**src/rtl/imm_pack.sv**
```systemverilog
// LEGv8 immediate packer: encodes D/CB/B/I-type fields into a 32-bit word behind a 2-entry output FIFO.
// Define IMM_PACK_SAT_EN to saturate out-of-range immediates instead of truncating them.
module imm_pack (
  input  logic        clk,
  input  logic        reset,
  input  logic        in_valid,
  output logic        in_ready,
  input  logic [1:0]  in_type,
  input  logic        in_load,
  input  logic [4:0]  in_rn,
  input  logic [4:0]  in_rt,
  input  logic [63:0] in_imm,
  output logic        out_valid,
  input  logic        out_ready,
  output logic [31:0] out_instr,
  output logic        out_err,
  output logic [15:0] err_count
);

  typedef enum logic [1:0] {
    T_D  = 2'd0,
    T_CB = 2'd1,
    T_B  = 2'd2,
    T_I  = 2'd3
  } imm_type_e;

`ifdef IMM_PACK_SAT_EN
  localparam logic SAT_EN = 1'b1;
`else
  localparam logic SAT_EN = 1'b0;
`endif

  logic [31:0] enc_instr;
  logic        enc_err;
  logic [8:0]  imm9;
  logic [18:0] imm19;
  logic [25:0] imm26;
  logic [11:0] imm12;

  // Range checks: a signed N-bit value fits when all bits above N-1 match the sign bit.
  always_comb begin
    enc_instr = '0;
    enc_err   = 1'b0;
    imm9      = in_imm[8:0];
    imm19     = in_imm[18:0];
    imm26     = in_imm[25:0];
    imm12     = in_imm[11:0];
    unique case (imm_type_e'(in_type))
      T_D: begin
        enc_err = !((&in_imm[63:8]) || !(|in_imm[63:8]));
        if (enc_err && SAT_EN) imm9 = in_imm[63] ? 9'h100 : 9'h0FF;
        enc_instr = {9'b111110000, in_load, 1'b0, imm9, 2'b00, in_rn, in_rt};
      end
      T_CB: begin
        enc_err = !((&in_imm[63:18]) || !(|in_imm[63:18]));
        if (enc_err && SAT_EN) imm19 = in_imm[63] ? 19'h40000 : 19'h3FFFF;
        enc_instr = {8'b10110100, imm19, in_rt};
      end
      T_B: begin
        enc_err = !((&in_imm[63:25]) || !(|in_imm[63:25]));
        if (enc_err && SAT_EN) imm26 = in_imm[63] ? 26'h2000000 : 26'h1FFFFFF;
        enc_instr = {6'b000101, imm26};
      end
      T_I: begin
        enc_err = |in_imm[63:12];
        if (enc_err && SAT_EN) imm12 = 12'hFFF;
        enc_instr = {10'b1001000100, imm12, in_rn, in_rt};
      end
      default: ;
    endcase
  end

  logic [32:0] mem_q [2];
  logic [32:0] mem_d [2];
  logic        wr_ptr_q, wr_ptr_d;
  logic        rd_ptr_q, rd_ptr_d;
  logic [1:0]  count_q, count_d;
  logic [15:0] err_cnt_q, err_cnt_d;
  logic        push, pop;

  assign in_ready  = (count_q != 2'd2);
  assign out_valid = (count_q != 2'd0);
  assign push      = in_valid && in_ready;
  assign pop       = out_valid && out_ready;
  assign out_instr = mem_q[rd_ptr_q][32:1];
  assign out_err   = mem_q[rd_ptr_q][0];
  assign err_count = err_cnt_q;

  always_comb begin
    mem_d     = mem_q;
    wr_ptr_d  = wr_ptr_q;
    rd_ptr_d  = rd_ptr_q;
    count_d   = count_q + {1'b0, push} - {1'b0, pop};
    err_cnt_d = err_cnt_q;
    if (push) begin
      mem_d[wr_ptr_q] = {enc_instr, enc_err};
      wr_ptr_d        = ~wr_ptr_q;
      if (enc_err && err_cnt_q != '1) err_cnt_d = err_cnt_q + 16'd1;
    end
    if (pop) rd_ptr_d = ~rd_ptr_q;
  end

  // Storage is cleared too so out_instr/out_err read zero straight out of reset.
  always_ff @(posedge clk or posedge reset) begin
    if (reset) begin
      mem_q     <= '{default: '0};
      wr_ptr_q  <= 1'b0;
      rd_ptr_q  <= 1'b0;
      count_q   <= '0;
      err_cnt_q <= '0;
    end else begin
      mem_q     <= mem_d;
      wr_ptr_q  <= wr_ptr_d;
      rd_ptr_q  <= rd_ptr_d;
      count_q   <= count_d;
      err_cnt_q <= err_cnt_d;
    end
  end

endmodule

```
**config.mk**
```make
export PLATFORM = sky130hd
export DESIGN_NAME = imm_pack
export DESIGN_NICKNAME = d
export VERILOG_FILES = /design/src/rtl/imm_pack.sv
export SDC_FILE = /design/constraint.sdc
export NUM_CORES = 1
export LEC_CHECK = 0
export ABC_AREA = 1
export BUFFER_PORTS_ARGS = -buffer_cell sky130_fd_sc_hd__buf_2
export CAP_MARGIN = 0
export CORE_MARGIN = 2
export CORE_UTILIZATION = 40
export DETAILED_ROUTE_END_ITERATION = 7
export HOLD_SLACK_MARGIN = 0.12
export PLACE_DENSITY = 0.66
export SLEW_MARGIN = 20
export SYNTH_ARGS = -nofsm -noshare
export SYNTH_HDL_FRONTEND = slang
export SYNTH_SLANG_ARGS = --single-unit
```
**constraint.sdc**
```tcl
create_clock -name clk -period 5.18 [get_ports clk]
set_clock_uncertainty 0.2 [all_clocks]
set_input_delay 0.518 -clock clk [delete_from_list [all_inputs] [get_ports clk]]
set_output_delay 0.518 -clock clk [all_outputs]
set_load 0.05 [all_outputs]
```
Word level (Yosys, flattened, before mapping)
Cells that the tools add are included.
- output and inout port bits: 51
- register bits: 86
- bits of input ports: 81
- word-level logic and storage cells: 52
- reduce and logical (&&, ||, !) cells: 23
- add/sub/neg operators: 3
- equal/unequal tests: 5
- mux-type cells: 8
- bitwise operators: 4
- order comparisons: 3
- operator list (cell ; number):
    $mux 33 ; 4
    $pmux 32 s4 ; 1
    $bwmux 66 ; 1
    $reduce_and 56->1 ; 1
    $reduce_or 56->1 ; 1
    $reduce_or 52->1 ; 1
    $reduce_and 46->1 ; 1
    $reduce_or 46->1 ; 1
    $reduce_and 39->1 ; 1
    $reduce_or 39->1 ; 1
    $demux 33 s1 ; 1
    $add 16x1->16 const B ; 1
    $ne 16x16->1 const B ; 1
    $logic_not 1->1 ; 6
    $eq 2x2->1 const B ; 2
    $ge 2x2->1 const B ; 2
    $logic_and 1x1->1 ; 4
    $not 1->2 ; 2
    $pmux 1 s4 ; 1
    $logic_or 1x1->1 ; 3
    $add 2x1->2 ; 1
    $eq 2x1->1 const B ; 1
    $logic_not 2->1 ; 1
    $lt 2x1->1 const B ; 1
    5 further kinds ; 6

Logic depth before layout (Yosys ltp)
- depth in word-level cells: 7
- mapped depth: 14
- mapped depth without buffers: 13

Worst setup path after synthesis
No wires, ideal clock.
- path kind: flip-flop to flip-flop
- start: reg err_cnt_q[1], in the netlist err_count[1]
- end: reg err_cnt_q[2], in the netlist err_count[2]
- setup time: 0.120 ns
- required time: 4.860 ns
- period minus slack after synthesis: 2.452 ns
- setup slack: 2.728 ns
- cell stages (with the launch flop): 9
- buffers on the path: 1
- arrival time: 2.132 ns
- cells stage by stage: dfrtp_1 -> ha_1 -> nand3_1 -> nor2_2 -> nand3b_1 -> or4_4 -> buf_2 -> nand4_1 -> nand2_1
- longest elaborated chain between the ends: 3
- elaborated cells on any way between the ends: 4
- classes of those cells: add/sub: 1; eq/ne: 1; reduce/logical: 2
- RTL lines (item ; RTL line ; text):
    start, declared ; 78 ; logic [15:0] err_cnt_q, err_cnt_d;
    start signal, assigned ; 116 ; err_cnt_q <= err_cnt_d;
    branches (longest 3 deep; another with $add 16x1->16) ; -- ;
Several ways; the timed one is not identified.
A chain may end at the register's enable or synchronous reset.

Final worst setup path
- start: in in_type[0]
- end: reg err_cnt_q[14], in the netlist err_count[14]
- longest elaborated chain between the ends: 4
- elaborated cells on any way between the ends: 7
- classes of those cells: eq/ne: 3; mux: 1; reduce/logical: 3
- RTL lines (item ; RTL line ; text):
    start, declared ; 8 ; input logic [1:0] in_type,
    $eq 2x2->1, or another cell as far along ; 48 ; unique case (imm_type_e'(in_type))
    $pmux 1 s4 (*) ; 48 ;
    $logic_and 1x1->1 (*) ; 98 ; if (enc_err && err_cnt_q != '1) err_cnt_d = err_cnt_q + 16'd1;
    $reduce_and 2->1 (no source line) (*) ; -- ;
Mark *: on every way between the ends. The rest lies on a longest branch, timed or not.

==> impl_metrics.tcl <==
set metrics [dict create \
    htreeDepth 3 \
    rr_startpoint "err_count[0]" \
    dieWidth_um 118 \
    max-cap-violations 0 \
    relSlewSlack_pct 42.0 \
    hold_depth 2 \
    syn_nets 890 \
    post-route-util_pct 49.6 \
    ys_ff_latch 84 \
    nets 1004 \
    p_leak_nw 3.19 \
    syn_area_um2 5240 \
    gp_congestion 0.928 \
    cp-start-kind "input port" \
    drive_gt1_share_pct 17.2 \
    setup_viol 0 \
    netlist_top_cells_area "dfrtp_1 40%, nand2_1 24%, o21ai_0 7.8%" \
    yosysTopAreaCell "dfrtp_1" \
    fin_worst_hold_slack_ps 247 \
    min_path_type "reg -> reg" \
    synth_top_area_share_pct 40.1 \
    status "complete, no violations" \
    cts_tree "yes" \
    grt_pass1_vias 4785 \
    cts_root_buffer "clkbuf_16" \
    die-area_um2 14000 \
    io_buffers 131 \
    clk_path_buf_depth 2 \
    grt-ovfl-total 0 \
    tns_ps 0 \
    required_ps 5260 \
    ant_nets 0 \
    antenna_found_initial 0 \
    synthToLayoutAreaGrowth_pct 20.4 \
    clkTransAtPathRegs_ps 70 \
    fmax_mhz 345 \
    drc_errors 0 \
    dpl.hpwl_um 10800 \
    reg2reg_slack_ps 2720 \
    clkSinkCount 84 \
    initial_core_util_pct 41.2 \
    placed_cells 1075 \
    p_total_mw 3.34 \
    syn_inst 801 \
    io_pins 132 \
    dp_slack_ps 1960 \
    hold_viol_final 0 \
    drt-vias-per-instance 4.91 \
    post-route-min-period_ps 2900 \
    yosysWarnings 0 \
    drv_slew 0 \
    first_pass_iters 5 \
    path_max_fanout 23 \
    num_rows 41 \
    cp-end-kind "flip-flop" \
    ys_seq_area_share_pct 40.1 \
    fin_cells 1092 \
    arrival_ps 2980 \
    antenna_cells 0 \
    ys_types 27 \
    core_area_um2 12700 \
    post-cts-setup-buffers 0 \
    setup_ws_ps 2280 \
    worst_pin_slew_ps 869 \
    fin_crit_sh_pct 55.9 \
    power.density_nw_per_um2 530 \
    via_count 5364 \
    dpl_cell_area_um2 6000 \
    whs_endpoint "mem_q[62]" \
    numCtsBuffers 9 \
    worstSetupPathType "in -> reg" \
    ir_drop_mv 0.357 \
    drt-wirelength-per-cell_um 13.2 \
    wl_um 14400 \
    design_area_um2 6310 \
    rr_worst_depth 8 \
    synth_area_per_cell_um2 6.54 \
    timing.rr.end "err_count[14]" \
    grt_max_degree 64 \
    grt_util_all_layers_pct 20.9 \
    grt_pass1_wl_um 23700 \
    die_height_um 118 \
    drt_iter0_markers 460 \
    clock_latency_ps 340 \
    rsz0062_at_grt "no" \
    min-delay-start "mem_q[62]" \
]
## layout make-up
class / instances / area (µm²)
multi-input cells: 629 / 2790
flip-flops and latches: 84 / 2100
repair buffers: 136 / 696
clock buffers: 10 / 229
inverters: 55 / 208
well taps: 172 / 215
fillers: 1389 / 6410
clock inverters: 6 / 72.6
## power by group
part           total (mW)  leakage (nW)  switching, mW  internal [mW]
sequential           1.06          1.07          0.151          0.905
clock               0.652         0.143          0.274          0.378
combinational        1.64          1.98           1.24          0.391
## registers in the layout, indices dropped and copies added, names as in the netlist
register   count
count_q        2
err_count     16
mem_q         64
rd_ptr_q       1
wr_ptr_q       1
## worst max path at each step
| stage | startpoint | end | slack [ps] | cells past startpoint |
|---|---|---|---|---|
| floorplan | reset | count_q[0] | 2300 | 1 |
| global placement | in_type[0] | err_count[5] | 2060 | 9 |
| detailed placement | in_type[0] | err_count[14] | 1960 | 9 |
| CTS | rd_ptr_q | out_instr[27] | 2250 | 4 |
| global route | in_type[0] | err_count[14] | 2000 | 9 |
| finish | in_type[0] | err_count[14] | 2280 | 9 |
## placed cells by master, fill, tap and decap left out
cell type      instances
a32o_1                 1
xor2_1                 5
o211ai_1               5
clkinv_4               3
nand4_1               27
nor2_2                 1
o21ai_0               82
ha_1                   8
a21oi_1               10
xnor2_1                7
clkbuf_1               1
dlygate4sd3_1          1
bufinv_16              1
inv_6                  1
or2_2                  4
a22oi_1                1
nand3_2                1
nor3_1                 3
clkbuf_16              9
clkinvlp_4             1
clkinv_2               1
buf_2                131
buf_4                  4
nand3_1               29
inv_1                 52
or4_4                  1
nand3b_1               2
nand2_1              340
dfrtp_1               84
nor2_1                97
clkinv_1               2
nor4_1                 5
## cell families (layout without fill, tap and decap cells)
group	count (synthesis)	after routing	share of synthesized area, %
xor+xnor	12	12	2.01
buf+inv	88	207	6.68
simple gates	510	510	39.5
flops	84	84	40.1
compound gates	99	99	9.84
fa+ha+maj	8	8	1.91
## cell usage after synthesis
library cell / n
a32o_1: 1
o211ai_1: 5
nand3_1: 29
xnor2_1: 7
nor2_2: 1
xor2_1: 5
buf_4: 1
nand3_2: 1
o21ai_0: 82
or4_4: 1
nand3b_1: 2
nor4_1: 5
or2_2: 4
nand4_1: 27
dfrtp_1: 84
clkbuf_1: 28
a21oi_1: 10
a22oi_1: 1
clkinv_1: 2
nand2_1: 340
inv_1: 53
nor2_1: 97
ha_1: 8
buf_1: 1
nor3_1: 3
buf_6: 2
buf_2: 1
## routing by layer
| layer | track usage (%) | wire [µm] |
|---|---|---|
| met1 | 29.9 | 6820 |
| met4 | 6.25 | 318 |
| met3 | 4.05 | 820 |
| met2 | 32.0 | 6490 |
| met5 | 0 | 0 |
## worst max-delay path, cell delays in order
cell	delay, ps
buf_2	120
inv_1	90
ha_1	450
clkinv_1	520
nand2_1	210
nand2_1	470
nand3_2	420
nand2_1	90
nand2_1	60
## what timing repair did
| item | in CTS | in global routing |
|---|---|---|
| resized for setup | 0 | 0 |
| hold buffers | 1 | 0 |
| endpoints found under the hold margin | 21 | 0 |
Power figures use the tool's default switching activity.
